`src/rtl/main_control_fsm.sv`:
```
// ---------------------------------------------------------------------------
// main_control_fsm
// Multi-cycle main control unit. Decodes the instruction opcode held in the
// instruction register and steps the datapath through one state per clock.
// Outputs are a Moore decode of the state register. The exceptions are the
// fetch strobes irWrite/pcWrite, which follow memReady.
//
// Ports
//   clk         in   rising-edge clock
//   rst_n       in   asynchronous active-low reset
//   opcode      in   [5:0] instruction[31:26] from the instruction register
//   memReady    in   memory completes the current access this cycle
//   pcWrite     out  unconditional PC load
//   pcWriteCond out  PC load if ALU zero
//   iorD        out  memory address select (0 = PC, 1 = ALUOut)
//   memRead     out  memory read request
//   memWrite    out  memory write request
//   irWrite     out  instruction register load
//   memToReg    out  register write data (0 = ALUOut, 1 = MDR)
//   regDst      out  destination register (0 = rt, 1 = rd)
//   regWrite    out  register file write
//   aluSrcA     out  ALU A select (0 = PC, 1 = rs)
//   aluSrcB     out  [1:0] ALU B select (rt / 4 / imm / imm<<2)
//   aluOp       out  [1:0] to ALU_Control (00 add, 01 sub, 10 R-type)
//   pcSource    out  [1:0] PC source (ALU / ALUOut / jump target)
//   illegalOp   out  sticky flag: unsupported opcode seen in DECODE
//   state       out  [3:0] current state, for debug
// ---------------------------------------------------------------------------
module main_control_fsm #(
    parameter bit ADDI_EN = 1'b1
) (
    input  logic       clk,
    input  logic       rst_n,
    input  logic [5:0] opcode,
    input  logic       memReady,
    output logic       pcWrite,
    output logic       pcWriteCond,
    output logic       iorD,
    output logic       memRead,
    output logic       memWrite,
    output logic       irWrite,
    output logic       memToReg,
    output logic       regDst,
    output logic       regWrite,
    output logic       aluSrcA,
    output logic [1:0] aluSrcB,
    output logic [1:0] aluOp,
    output logic [1:0] pcSource,
    output logic       illegalOp,
    output logic [3:0] state
);

    typedef enum logic [3:0] {
        S_IDLE   = 4'd0,
        S_FETCH  = 4'd1,
        S_DECODE = 4'd2,
        S_MEMADR = 4'd3,
        S_MEMRD  = 4'd4,
        S_MEMWB  = 4'd5,
        S_MEMWR  = 4'd6,
        S_RTYPE  = 4'd7,
        S_ALUWB  = 4'd8,
        S_BEQ    = 4'd9,
        S_JUMP   = 4'd10,
        S_ADDIEX = 4'd11,
        S_ADDIWB = 4'd12
    } state_t;

    localparam logic [5:0] OP_RTYPE = 6'b000000;
    localparam logic [5:0] OP_J     = 6'b000010;
    localparam logic [5:0] OP_BEQ   = 6'b000100;
    localparam logic [5:0] OP_ADDI  = 6'b001000;
    localparam logic [5:0] OP_LW    = 6'b100011;
    localparam logic [5:0] OP_SW    = 6'b101011;

    state_t     r_state;
    state_t     w_next_state;
    logic       r_illegal;
    logic       w_illegal_set;

    logic       w_pc_write;
    logic       w_pc_write_cond;
    logic       w_iord;
    logic       w_mem_read;
    logic       w_mem_write;
    logic       w_ir_write;
    logic       w_mem_to_reg;
    logic       w_reg_dst;
    logic       w_reg_write;
    logic       w_alu_src_a;
    logic [1:0] w_alu_src_b;
    logic [1:0] w_alu_op;
    logic [1:0] w_pc_source;

    // Next-state selection and illegal-opcode detection
    always_comb begin
        w_next_state  = S_FETCH;
        w_illegal_set = 1'b0;
        case (r_state)
            S_IDLE:   w_next_state = S_FETCH;
            S_FETCH: begin
                if (memReady) begin
                    w_next_state = S_DECODE;
                end else begin
                    w_next_state = S_FETCH;
                end
            end
            S_DECODE: begin
                case (opcode)
                    OP_LW, OP_SW: w_next_state = S_MEMADR;
                    OP_RTYPE:     w_next_state = S_RTYPE;
                    OP_BEQ:       w_next_state = S_BEQ;
                    OP_J:         w_next_state = S_JUMP;
                    OP_ADDI: begin
                        if (ADDI_EN) begin
                            w_next_state = S_ADDIEX;
                        end else begin
                            w_next_state  = S_FETCH;
                            w_illegal_set = 1'b1;
                        end
                    end
                    default: begin
                        w_next_state  = S_FETCH;
                        w_illegal_set = 1'b1;
                    end
                endcase
            end
            S_MEMADR: begin
                if (opcode == OP_LW) begin
                    w_next_state = S_MEMRD;
                end else begin
                    w_next_state = S_MEMWR;
                end
            end
            S_MEMRD: begin
                if (memReady) begin
                    w_next_state = S_MEMWB;
                end else begin
                    w_next_state = S_MEMRD;
                end
            end
            S_MEMWR: begin
                if (memReady) begin
                    w_next_state = S_FETCH;
                end else begin
                    w_next_state = S_MEMWR;
                end
            end
            S_RTYPE:  w_next_state = S_ALUWB;
            S_ADDIEX: w_next_state = S_ADDIWB;
            // MEMWB, ALUWB, BEQ, JUMP, ADDIWB and the unused codes 13-15
            // all return to FETCH.
            default:  w_next_state = S_FETCH;
        endcase
    end

    // State register and sticky illegal-opcode flag
    always_ff @(posedge clk or negedge rst_n) begin
        if (!rst_n) begin
            r_state   <= S_IDLE;
            r_illegal <= 1'b0;
        end else begin
            r_state <= w_next_state;
            if (w_illegal_set) begin
                r_illegal <= 1'b1;
            end
        end
    end

    // Control decode from the current state; only the fetch strobes see memReady
    always_comb begin
        w_pc_write      = 1'b0;
        w_pc_write_cond = 1'b0;
        w_iord          = 1'b0;
        w_mem_read      = 1'b0;
        w_mem_write     = 1'b0;
        w_ir_write      = 1'b0;
        w_mem_to_reg    = 1'b0;
        w_reg_dst       = 1'b0;
        w_reg_write     = 1'b0;
        w_alu_src_a     = 1'b0;
        w_alu_src_b     = 2'b00;
        w_alu_op        = 2'b00;
        w_pc_source     = 2'b00;
        case (r_state)
            S_FETCH: begin
                w_mem_read  = 1'b1;
                w_alu_src_b = 2'b01;
                w_ir_write  = memReady;
                w_pc_write  = memReady;
            end
            // Branch target is precomputed here while the opcode is decoded
            S_DECODE: w_alu_src_b = 2'b11;
            S_MEMADR, S_ADDIEX: begin
                w_alu_src_a = 1'b1;
                w_alu_src_b = 2'b10;
            end
            S_MEMRD: begin
                w_mem_read = 1'b1;
                w_iord     = 1'b1;
            end
            S_MEMWB: begin
                w_reg_write  = 1'b1;
                w_mem_to_reg = 1'b1;
            end
            // memWrite is held for every wait cycle until memory accepts
            S_MEMWR: begin
                w_mem_write = 1'b1;
                w_iord      = 1'b1;
            end
            S_RTYPE: begin
                w_alu_src_a = 1'b1;
                w_alu_op    = 2'b10;
            end
            S_ALUWB: begin
                w_reg_write = 1'b1;
                w_reg_dst   = 1'b1;
            end
            S_BEQ: begin
                w_alu_src_a     = 1'b1;
                w_alu_op        = 2'b01;
                w_pc_write_cond = 1'b1;
                w_pc_source     = 2'b01;
            end
            S_JUMP: begin
                w_pc_write  = 1'b1;
                w_pc_source = 2'b10;
            end
            S_ADDIWB: w_reg_write = 1'b1;
            default: begin
                w_pc_write = 1'b0;
            end
        endcase
    end

    // Write strobes are additionally gated by rst_n so none can glitch
    // high while reset is being asserted.
    assign pcWrite     = w_pc_write      & rst_n;
    assign pcWriteCond = w_pc_write_cond & rst_n;
    assign memWrite    = w_mem_write     & rst_n;
    assign irWrite     = w_ir_write      & rst_n;
    assign regWrite    = w_reg_write     & rst_n;
    assign iorD        = w_iord;
    assign memRead     = w_mem_read;
    assign memToReg    = w_mem_to_reg;
    assign regDst      = w_reg_dst;
    assign aluSrcA     = w_alu_src_a;
    assign aluSrcB     = w_alu_src_b;
    assign aluOp       = w_alu_op;
    assign pcSource    = w_pc_source;
    assign illegalOp   = r_illegal;
    assign state       = r_state;

endmodule

```
`config.mk`:
```
export PLATFORM = sky130hd
export DESIGN_NAME = main_control_fsm
export DESIGN_NICKNAME = d
export VERILOG_FILES = /design/src/rtl/main_control_fsm.sv
export SDC_FILE = /design/constraint.sdc
export NUM_CORES = 1
export LEC_CHECK = 0
export CORE_UTILIZATION = 35
export DETAILED_ROUTE_END_ITERATION = 10
export PLACE_DENSITY = 0.82
export SYNTH_ARGS = -nofsm -noshare
export SYNTH_HDL_FRONTEND = slang
export SYNTH_SLANG_ARGS = --single-unit
```
`constraint.sdc`:
```
create_clock -name clk -period 1.4 [get_ports clk]
set_input_delay 0.21 -clock clk [delete_from_list [all_inputs] [get_ports clk]]
set_output_delay 0.21 -clock clk [all_outputs]
set_load 0.02 [all_outputs]
```
==> metrics.csv <==
stage,metric,value,unit
status,outcome,"complete, but fails checks",
status,failing checks,negative setup slack,
global_routing,first-pass GRT wire length,3270,um
power,Clock Power Share,0.069,
setup_path,"Largest delay share family, worst path",flip-flops,
yosys,Yosys reg bits,5,
drt,ANT nets after route,0,
global_routing,total grt overflow,0,
floorplanning,Initial Utilization,0.397,
clocking,clock latency on the worst-skew pair,0.25,ns
layout,"Net count, final",144,
clocking,Clock transition at path regs,0.05,ns
yosys,post-synth top area cell,dfrtp_1,
layout,"commonest cells after routing, fill and taps aside","buf_4, buf_6, clkdlybuf4s50_1, nor3_2",
setup_path,CP Capture Type,output port,
floorplanning,core area,1370,um^2
power,Pint,1390,uW
drt,WL final,3520,um
global_routing,initial antenna violation count,0,
timing,RSZ-0062 raised after global routing,yes,
power,sequential share of power,0.117,
setup_path,CP Buf/Inv Count,2,
yosys,Post-Syn Area,542,um^2
global_routing,largest net degree at the start of global routing,10,
clocking,CTS sink count,5,
layout,"commonest non-fill, non-tap cell in the layout",buf_4,
yosys,Post-Syn Nets,79,
placed_design,# port buffers,29,
yosys,dominant cells by area after synthesis,"dfrtp_1, nor3_1, nor2_1",
timing,Max Slew Vio Count,0,
floorplanning,die outline width,41.3,um
layout,# diodes,0,
global_routing,vias in the first global route,766,
yosys,Avg Inst Size Synth,7.74,um^2
timing,post-layout min period,1.61,ns
setup_path,WP data arrival,1.40,ns
setup_path,Worst Path Required,1.19,ns
power,Logic pwr share,0.814,
drt,DR vias,970,
timing,Final period util,1.15,
timing,Clock Skew,0.00111,ns
global_routing,All-Layer GR Usage,0.290,
drt,Pre-antenna DRT Iters,4,
timing,highest clock rate,621,MHz
yosys,ys async rst share,1.00,
min_path,path category of the worst min-delay check,primary input to async pin,
drt,DR WL/cell,23.6,um
power,P per Cell Area,2040,nW/um^2
power,switch share,0.485,
drt,DR DRC count,0,
setup_path,CP Launch Type,flop,
timing,Worst Tran Pin Value,0.320,ns
placed_design,DP Cell Count,131,
setup_path,type of the worst setup path,flop to output port,
yosys,top-area cell type share of the netlist area,0.231,
drt,post-DR vias/cell,6.51,
timing,Final Hold Fails,0,
floorplanning,Die Y,41.3,um
floorplanning,die area,1710,um^2
layout,Final Non-Filler Cells,149,
flow_run,Max Cap Viol,0,
power,Switch Pwr,1310,uW
drt,1st-iter DRT viols,59,
floorplanning,I/O Pins,30,
clocking,CTS Hold Bufs,0,
timing,WHS,0.289,ns
layout,FILL cells,24,
setup_path,critical-path cell list,nand3b_1 -> buf_6 -> nor4_4 -> buf_4,
clocking,CTS tree,built,
placed_design,Placer Congestion,0.824,
setup_path,slowest CP cell,dfrtp_2,
clocking,CTS Buffer Depth,2,
placed_design,dpl ws,-0.537,ns
yosys,register area share after synthesis,0.231,
yosys,Cell variety after synth,35,
power,Peak VDD IR,1540,uV
yosys,Post-synth EDFFs,0,
timing,setup ws final,-0.210,ns
layout,area added between synthesis and finish,145,%
clocking,Num CTS Buffers,3,
yosys,Synth Flop Type,dfrtp_1,
placed_design,DP HPWL,1400,um
floorplanning,num rows,13,
clocking,H-tree depth,1,
setup_path,CP max stage delay,0.43,ns
layout,layout cells sized above 1,0.694,
setup_path,maximum fanout along the worst path,3,
timing,Max transition margin,0.786,
yosys,Synth warnings,0,
clocking,root buffer cell,clkbuf_4,
yosys,cell count after synthesis,70,
timing,# setup viols final,23,
power,leakage power,0.000585,uW
registers in the layout, indices dropped and copies added (netlist names):
register   flops
state          4
illegalOp      1
power by group through the flow:
| stage | clock network, uW | registers, uW | logic [uW] |
|---|---|---|---|
| floorplan | 0 | 334 | 752 |
| global placement | 0 | 283 | 1450 |
| detailed placement | 0 | 287 | 1490 |
| CTS | 173 | 296 | 1600 |
| global route | 184 | 316 | 2250 |
| finish | 187 | 316 | 2200 |
final cells by class:
cell class	instances	area (um^2)	share of cell area
clock buffers	4	26.3	0.0198
repair buffers	65	577	0.435
well taps	15	18.8	0.0142
inverters	1	3.75	0.00283
flip-flops and latches	5	130	0.0981
multi-input cells	59	571	0.430
through the flow:
stage	utilization	setup TNS [ns]	instance area, um^2	total power, uW
after floorplan	-	-0.181	609	1090
after global placement	0.764	-5.19	1040	1730
after detailed placement	0.764	-5.72	1040	1770
after CTS	0.811	-1.04	1110	2070
after global routing	0.971	-2.86	1330	2750
final	0.971	-2.57	1330	2700
what timing repair did:
item | CTS | global route
gates resized for setup | 103 | 39
setup buffers | 5 | 9
pin swaps | 3 | 10
endpoints found under the setup margin | 21 | 18
cell usage after synthesis, drive strengths merged (2+ instances only):
cell     n
nor2     7
and2b    2
dfrtp    5
a21boi   2
nand2    4
nor3b    3
nor2b    2
nand3    2
buf      5
nor4     2
nand2b   4
nor3     7
o21ai    5
a2bb2oi  3
a21oi    2
final timing paths:
path	start	end	slack [ns]	cells after the start
worst max-delay path	state[1]$_DFF_PN0_	irWrite	-0.21	4
worst min-delay path	rst_n	state[1]$_DFF_PN0_	0.29	2
worst max register to register	state[0]$_DFF_PN0_	state[2]$_DFF_PN0_	-0.17	6
worst min register to register	illegalOp$_DFFE_PN0P_	illegalOp$_DFFE_PN0P_	0.51	1
max in group asynchronous	rst_n	state[2]$_DFF_PN0_	0.99	2
min in group clk	illegalOp$_DFFE_PN0P_	illegalOp$_DFFE_PN0P_	0.51	1
cells by family (layout without fill, tap and decap cells):
family / count (synthesis) / after routing / synth area share
XOR/XNOR: 2 / 2 / 0.0323
AND/OR/NAND/NOR: 37 / 37 / 0.404
buffers and inverters: 6 / 70 / 0.0670
flip-flops: 5 / 5 / 0.231
AO/OA/AOI/OAI: 20 / 20 / 0.266
routing by layer:
| metal | part of all wire | track usage | vias to the layer above | wire [um] |
|---|---|---|---|---|
| li1 | - | - | 393 | - |
| met2 | 0.48 | 0.570 | 94 | 1690 |
| met5 | 0 | 0 | - | 0 |
| met4 | 0.057 | 0.129 | 0 | 200 |
| met3 | 0.12 | 0.0479 | 23 | 408 |
| met1 | 0.35 | 0.291 | 460 | 1210 |
(Power assumes the default switching activity.)
